<file path="src/rtl/alu_multicycle_pkg.sv">
// Op codes shared with ALU_Control and the ALU sequencer state encoding.
// Imported by the ALU top and its testbench-facing interface users.
package alu_pkg;

  localparam logic [2:0] ALU_ADD = 3'd1;
  localparam logic [2:0] ALU_SUB = 3'd2;
  localparam logic [2:0] ALU_AND = 3'd3;
  localparam logic [2:0] ALU_OR  = 3'd4;
  localparam logic [2:0] ALU_MUL = 3'd5;

  typedef enum logic {
    IDLE = 1'b0,
    MUL  = 1'b1
  } alu_state_e;

endpackage

</file>
<file path="src/rtl/alu_multicycle_if.sv">
// Request/response bundle between the ID/EX stage and the execute ALU.
// The master issues operands and op code; the slave (ALU) returns results.
interface alu_multicycle_if #(
  parameter int WIDTH = 32
);

  logic             valid_i;
  logic [2:0]       ALUCtrl_i;
  logic [WIDTH-1:0] data1_i;
  logic [WIDTH-1:0] data2_i;
  logic             ready_o;
  logic             stall_o;
  logic             valid_o;
  logic [WIDTH-1:0] data_o;
  logic             zero_o;

  modport master (
    output valid_i, ALUCtrl_i, data1_i, data2_i,
    input  ready_o, stall_o, valid_o, data_o, zero_o
  );

  modport slave (
    input  valid_i, ALUCtrl_i, data1_i, data2_i,
    output ready_o, stall_o, valid_o, data_o, zero_o
  );

endinterface

</file>
<file path="src/rtl/alu_multicycle_seq_multiplier.sv">
// Iterative shift-add multiplier: one partial product per cycle, WIDTH cycles.
// o_done is high during the final iteration; o_product is the sum it produces.
module seq_multiplier #(
  parameter int WIDTH = 32
) (
  input  logic             clk_i,
  input  logic             rst_i,
  input  logic             i_start,
  input  logic [WIDTH-1:0] i_mcand,
  input  logic [WIDTH-1:0] i_mplier,
  output logic             o_busy,
  output logic             o_done,
  output logic [WIDTH-1:0] o_product
);

  localparam int CW = (WIDTH > 1) ? $clog2(WIDTH) : 1;
  localparam logic [CW-1:0] LAST = CW'(WIDTH - 1);

  logic [WIDTH-1:0] r_mcand;
  logic [WIDTH-1:0] r_mplier;
  logic [WIDTH-1:0] r_acc;
  logic [CW-1:0]    r_cnt;
  logic             r_busy;
  logic [WIDTH-1:0] w_acc_next;

  // Only the low WIDTH bits are kept, which is the full answer modulo 2^WIDTH.
  assign w_acc_next = r_acc + (r_mplier[0] ? r_mcand : '0);

  // NOTE: sequential state uses non-blocking assignments so every register
  // samples the pre-edge values, independent of statement order.
  always_ff @(posedge clk_i) begin
    if (rst_i) begin
      r_busy   <= 1'b0;
      r_cnt    <= '0;
      r_acc    <= '0;
      r_mcand  <= '0;
      r_mplier <= '0;
    end else if (i_start) begin
      r_busy   <= 1'b1;
      r_cnt    <= '0;
      r_acc    <= '0;
      r_mcand  <= i_mcand;
      r_mplier <= i_mplier;
    end else if (r_busy) begin
      r_acc    <= w_acc_next;
      r_mcand  <= r_mcand << 1;
      r_mplier <= r_mplier >> 1;
      r_cnt    <= r_cnt + CW'(1);
      if (r_cnt == LAST) r_busy <= 1'b0;
    end
  end

  assign o_busy    = r_busy;
  assign o_done    = r_busy && (r_cnt == LAST);
  assign o_product = w_acc_next;

endmodule

</file>
<file path="src/rtl/alu_multicycle.sv">
// Execute-stage ALU: single-cycle ADD/SUB/AND/OR, WIDTH-cycle MUL that stalls
// the pipeline. Results are registered and announced with a one-cycle valid_o.
module alu_multicycle
  import alu_pkg::*;
#(
  parameter int WIDTH = 32
) (
  input  logic           clk_i,
  input  logic           rst_i,
  alu_multicycle_if.slave bus
);

  alu_state_e       r_state;
  alu_state_e       w_state_next;
  logic             w_accept;
  logic             w_start_mul;
  logic             w_mul_busy;
  logic             w_mul_done;
  logic [WIDTH-1:0] w_mul_product;
  logic [WIDTH-1:0] w_alu_result;
  logic [WIDTH-1:0] r_data;
  logic             r_zero;
  logic             r_valid;

  assign w_accept = bus.valid_i && (r_state == IDLE);

  // NOTE: every always_comb output gets a default first so no path leaves it
  // unassigned, which would otherwise infer a latch.
  always_comb begin
    w_alu_result = '0;
    case (bus.ALUCtrl_i)
      ALU_ADD: w_alu_result = bus.data1_i + bus.data2_i;
      ALU_SUB: w_alu_result = bus.data1_i + ~bus.data2_i + WIDTH'(1);
      ALU_AND: w_alu_result = bus.data1_i & bus.data2_i;
      ALU_OR:  w_alu_result = bus.data1_i | bus.data2_i;
      default: w_alu_result = '0;
    endcase
  end

  always_comb begin
    w_state_next = r_state;
    w_start_mul  = 1'b0;
    case (r_state)
      IDLE: begin
        if (w_accept && (bus.ALUCtrl_i == ALU_MUL)) begin
          w_state_next = MUL;
          w_start_mul  = 1'b1;
        end
      end
      // An idle multiplier while in MUL can only mean lost sync; recover to IDLE.
      MUL: if (w_mul_done || !w_mul_busy) w_state_next = IDLE;
      default: w_state_next = IDLE;
    endcase
  end

  seq_multiplier #(.WIDTH(WIDTH)) u_mul (
    .clk_i     (clk_i),
    .rst_i     (rst_i),
    .i_start   (w_start_mul),
    .i_mcand   (bus.data1_i),
    .i_mplier  (bus.data2_i),
    .o_busy    (w_mul_busy),
    .o_done    (w_mul_done),
    .o_product (w_mul_product)
  );

  always_ff @(posedge clk_i) begin
    if (rst_i) begin
      r_state <= IDLE;
      r_valid <= 1'b0;
      r_data  <= '0;
      r_zero  <= 1'b1;
    end else begin
      r_state <= w_state_next;
      r_valid <= 1'b0;
      if (r_state == MUL && w_mul_done) begin
        r_data  <= w_mul_product;
        r_zero  <= (w_mul_product == '0);
        r_valid <= 1'b1;
      end else if (w_accept && (bus.ALUCtrl_i != ALU_MUL)) begin
        r_data  <= w_alu_result;
        r_zero  <= (w_alu_result == '0);
        r_valid <= 1'b1;
      end
    end
  end

  assign bus.ready_o = (r_state == IDLE);
  assign bus.stall_o = (r_state != IDLE);
  assign bus.valid_o = r_valid;
  assign bus.data_o  = r_data;
  assign bus.zero_o  = r_zero;

endmodule

</file>
<file path="src/flat_wrapper.sv">
// flat-port wrapper written by rule: the top's interface ports become plain ports
module alu_multicycle_flat import alu_pkg::*;
#(
  parameter int WIDTH = 32
)
  (clk_i, rst_i, bus_valid_i, bus_ALUCtrl_i, bus_data1_i, bus_data2_i, bus_ready_o, bus_stall_o, bus_valid_o, bus_data_o, bus_zero_o);
  alu_multicycle_if #(.WIDTH(WIDTH)) bus_i ();
  input  logic clk_i;
  input  logic rst_i;
  input wire logic [$bits(bus_i.valid_i)-1:0] bus_valid_i;
  input wire logic [$bits(bus_i.ALUCtrl_i)-1:0] bus_ALUCtrl_i;
  input wire logic [$bits(bus_i.data1_i)-1:0] bus_data1_i;
  input wire logic [$bits(bus_i.data2_i)-1:0] bus_data2_i;
  output wire logic [$bits(bus_i.ready_o)-1:0] bus_ready_o;
  output wire logic [$bits(bus_i.stall_o)-1:0] bus_stall_o;
  output wire logic [$bits(bus_i.valid_o)-1:0] bus_valid_o;
  output wire logic [$bits(bus_i.data_o)-1:0] bus_data_o;
  output wire logic [$bits(bus_i.zero_o)-1:0] bus_zero_o;
  assign bus_i.valid_i = bus_valid_i;
  assign bus_i.ALUCtrl_i = bus_ALUCtrl_i;
  assign bus_i.data1_i = bus_data1_i;
  assign bus_i.data2_i = bus_data2_i;
  assign bus_ready_o = bus_i.ready_o;
  assign bus_stall_o = bus_i.stall_o;
  assign bus_valid_o = bus_i.valid_o;
  assign bus_data_o = bus_i.data_o;
  assign bus_zero_o = bus_i.zero_o;
  alu_multicycle #(.WIDTH(WIDTH)) u_core (.clk_i(clk_i), .rst_i(rst_i), .bus(bus_i));
endmodule
</file>
<file path="config.mk">
export PLATFORM = sky130hd
export DESIGN_NAME = alu_multicycle_flat
export DESIGN_NICKNAME = d
export VERILOG_FILES = /design/src/rtl/alu_multicycle_pkg.sv /design/src/rtl/alu_multicycle_if.sv /design/src/rtl/alu_multicycle_seq_multiplier.sv /design/src/rtl/alu_multicycle.sv /design/src/flat_wrapper.sv
export SDC_FILE = /design/constraint.sdc
export NUM_CORES = 1
export LEC_CHECK = 0
export BUFFER_PORTS_ARGS = -buffer_cell sky130_fd_sc_hd__clkbuf_2
export CORE_ASPECT_RATIO = 0.9
export CORE_MARGIN = 4
export CORE_UTILIZATION = 25
export CTS_BUF_LIST = sky130_fd_sc_hd__clkbuf_8
export CTS_CLUSTER_SIZE = 40
export DETAILED_ROUTE_END_ITERATION = 8
export SLEW_MARGIN = 20
export SYNTH_ARGS = -nofsm -noshare
export SYNTH_HDL_FRONTEND = slang
export SYNTH_HIERARCHICAL = 1
export SYNTH_SLANG_ARGS = --single-unit
</file>
<file path="constraint.sdc">
create_clock -name clk_i -period 4.9 [get_ports clk_i]
set_input_delay 0.735 -clock clk_i [delete_from_list [all_inputs] [get_ports clk_i]]
set_output_delay 0.735 -clock clk_i [all_outputs]
set_load 0.01 [all_outputs]
</file>
==> summary.txt <==
Layout
  – Number of antenna diodes: 0
  – Fraction of layout cells with a size suffix above 1: 0.121
  – Fill cells: 5785
  – Most common cell after layout, fill and taps aside: nor2_1
  – Multi-input logic area: 9830 sq um
  – Post-layout util: 0.283
  – Most frequent cells in the layout: nor2_1 (263), a21oi_1 (201), ha_1 (137), dfxtp_1 (136), inv_1 (114)
  – P&R area growth vs syn: 11.9%
  – Nets: 2077
  – Sequential cell area: 2750 sq um
  – Non-filler instance count after layout: 2577

Routing
  – Drt total wl: 51900 um
  – Via-to-Cell Ratio: 5.39
  – Antenna viol nets, final: 0
  – First-pass iteration count of the detailed router: 6
  – DR iter-0 viols: 1329
  – Routed vias: 13899
  – DRC Markers: 0
  – Avg WL per Cell: 20.1 um

Timing
  – Worst-Margin Slew: 918 ps
  – Slew Viols, Final: 0
  – Tmin final: 4480 ps
  – Hold_ws: 472 ps
  – Hold Vio Cnt, Final: 0
  – Clock Skew: 16.8 ps
  – Setup TNS: 0 ps
  – Period utilization: 0.915
  – Setup violations, final: 0
  – RSZ-0062 raised after global routing: no
  – FMAX: 223 MHz
  – Slew margin rel.: 0.388

Critical path
  – Worst EP arrival: 4920 ps
  – Crit end category: register
  – Req. time, crit path: 5340 ps
  – Startpoint class of the critical path: register
  – Crit-path cells: and2_1 -> ha_1 -> fa_1 -> a21oi_1 -> o21ai_1 -> a2111oi_2 -> o31ai_2 -> a31oi_2 -> o31ai_1 -> xor2_1 -> nor4_1 -> nand4_1 -> o41ai_1 -> a41o_1
  – Critical path peak fanout: 25
  – CP max stage delay: 540 ps
  – CP Class: register to register
  – Crit path max-delay cell type: dfxtp_1

Clock tree
  – Clock Sinks: 137
  – Clock-pin slew on the worst setup and hold paths: 90 ps
  – H-tree levels: 4
  – Clock buffer depth: 2
  – Clk_lat worst skew: 500 ps
  – Cts hold-fix bufs: 0
  – Clock buffer count from CTS: 17
  – CTS tree: built
  – Clock root buffer: clkbuf_8

GRT
  – Vias in the first global route: 13243
  – Met2 Usage GRT: 0.275
  – Met1 usage: 0.245
  – GRT Max-Usage Layer: met2
  – Met3 Usage GRT: 0.0273
  – First-pass GRT wire length: 79500 um
  – Largest net degree at the start of global routing: 71
  – Total GRT Usage: 0.174
  – Initial antenna violation count: 1
  – Grt ovf: 0

Outcome
  – Status: finished, final reports clean

Yosys
  – Synthesized area per cell: 7.39 sq um
  – Syn Inst Count: 1820
  – Synthesized area: 13400 sq um
  – Synth unique cells: 98
  – Post-synth EDFFs: 0
  – Post-synth ARST share: 0
  – FF+latch count, synth: 137
  – Ys flop type: dfxtp_1
  – Mapped Nets: 2030
  – Yosys warns: 6
  – Sequential area share after synthesis: 0.204

Die
  – # rows: 80
  – Chip Height: 228 um
  – Full die area: 57600 sq um
  – Starting Density: 0.253
  – Num ports: 106
  – Core Region: 53200 sq um
  – Die Width: 252 um

Pwr
  – Pwr Density: 205 nW/um^2
  – Total power: 3080 uW
  – Worst VDD drop: 0.000103 V
  – Leakage: 0.00650 uW

Placement
  – Final GP Congestion: 0.949
  – Placed Cells: 2545
  – Port bufs: 105
  – Detail Placement HPWL: 40400 um

Hold path
  – Hold Path Class: register to register

Job
  – Max-cap check violation count: 0
## synth_stat cells, drive strengths merged (7+ instances only)
cell | count | area share
nor2 | 265 | 0.074
a21oi | 205 | 0.078
dfxtp | 137 | 0.20
ha | 137 | 0.13
inv | 114 | 0.032
nand2 | 113 | 0.032
mux2i | 89 | 0.066
clkbuf | 88 | 0.025
o21ai | 80 | 0.031
nand3 | 49 | 0.018
and2 | 44 | 0.021
nor3 | 34 | 0.013
a21o | 31 | 0.017
a22oi | 27 | 0.015
buf | 25 | 0.010
nor4 | 22 | 0.011
xnor2 | 22 | 0.014
nand2b | 19 | 0.0088
nand4 | 19 | 0.0088
o31ai | 19 | 0.012
a31oi | 17 | 0.0090
and3 | 16 | 0.0074
a221o | 15 | 0.011
o211ai | 15 | 0.0087
xor2 | 15 | 0.0098
a211oi | 12 | 0.0071
o21a | 12 | 0.0067
or3 | 12 | 0.0056
a221oi | 11 | 0.0094
nor2b | 11 | 0.0051
a2111oi | 10 | 0.010
o21bai | 9 | 0.0050
o221ai | 9 | 0.0059
or2 | 9 | 0.0042
a211o | 8 | 0.0052
a31o | 8 | 0.0052
and4 | 7 | 0.0046
## sequential cells by signal, indices dropped and copies added, names as in the netlist
signal,cells
u_core/bus.valid_o,1
u_core/u_mul/r_cnt,5
u_core/u_mul/r_acc,32
u_core/bus.stall_o,1
u_core/u_mul/r_mcand,32
u_core/bus.data_o,32
u_core/bus.zero_o,1
u_core/u_mul/o_busy,1
u_core/u_mul/r_mplier,32
## routing by layer
metal	vias up	part of all wire
met2	513	0.45
met1	6689	0.46
met5	-	0
met4	0	0.019
li1	6640	-
met3	57	0.069
## cell families after synthesis
group | count (synthesis) | synth area share
XOR/XNOR | 38 | 0.0259
AO/OA/AOI/OAI | 543 | 0.275
buffers and inverters | 227 | 0.0665
AND/OR/NAND/NOR | 643 | 0.228
adder cells (fa/ha/maj) | 140 | 0.132
flip-flops | 137 | 0.204
multiplexers | 92 | 0.0688
## through the flow
step           instance area [sq um]  setup WS, ps
6_report                       15000           418
4_1_cts                        15000           300
3_3_place_gp                   14700           405
2_1_floorplan                  13400          1200
3_5_place_dp                   14700           360
5_1_grt                        15000          57.0
## what timing repair did
item / in CTS / in global routing
endpoints found under the setup margin: 0 / 1
gates resized for setup: 0 / 1
buffers inserted: 0 / 0
## final timing paths
kind                                         start                                  end  slack, ps  cells past startpoint
max reg2reg  u_core/u_mul/r_mplier[0]$_SDFFE_PP0P_       u_core/bus.zero_o$_SDFFE_PP1P_        420                     14
min reg2reg    u_core/u_mul/r_acc[31]$_SDFFE_PP0P_  u_core/u_mul/r_acc[31]$_SDFFE_PP0P_        470                      2
max          u_core/u_mul/r_mplier[0]$_SDFFE_PP0P_       u_core/bus.zero_o$_SDFFE_PP1P_        420                     14
min            u_core/u_mul/r_acc[31]$_SDFFE_PP0P_  u_core/u_mul/r_acc[31]$_SDFFE_PP0P_        470                      2
## worst max-delay path: cells and delay by family (launching register included)
kind / cells / cell delay, ps
xor gates and xnor gates: 1 / 190
and+or+nand+nor: 3 / 790
adders and majority gates: 2 / 650
DFF: 1 / 540
AOI/OAI and AO/OA: 8 / 2250
## where the power goes
group / leakage, uW / switching [uW] / internal [uW]
logic: 0.00520 / 614 / 325
registers: 0.00111 / 35.6 / 1150
clock network: 0.000189 / 546 / 416
## cell type report
class,instances,share of cell area
flip-flops and latches,137,0.183
multi-input cells,1456,0.653
inverters,114,0.0286
clock inverters,14,0.00815
clock buffers,18,0.0165
repair buffers,141,0.0531
well taps,697,0.0580
(Power assumes the default switching activity.)
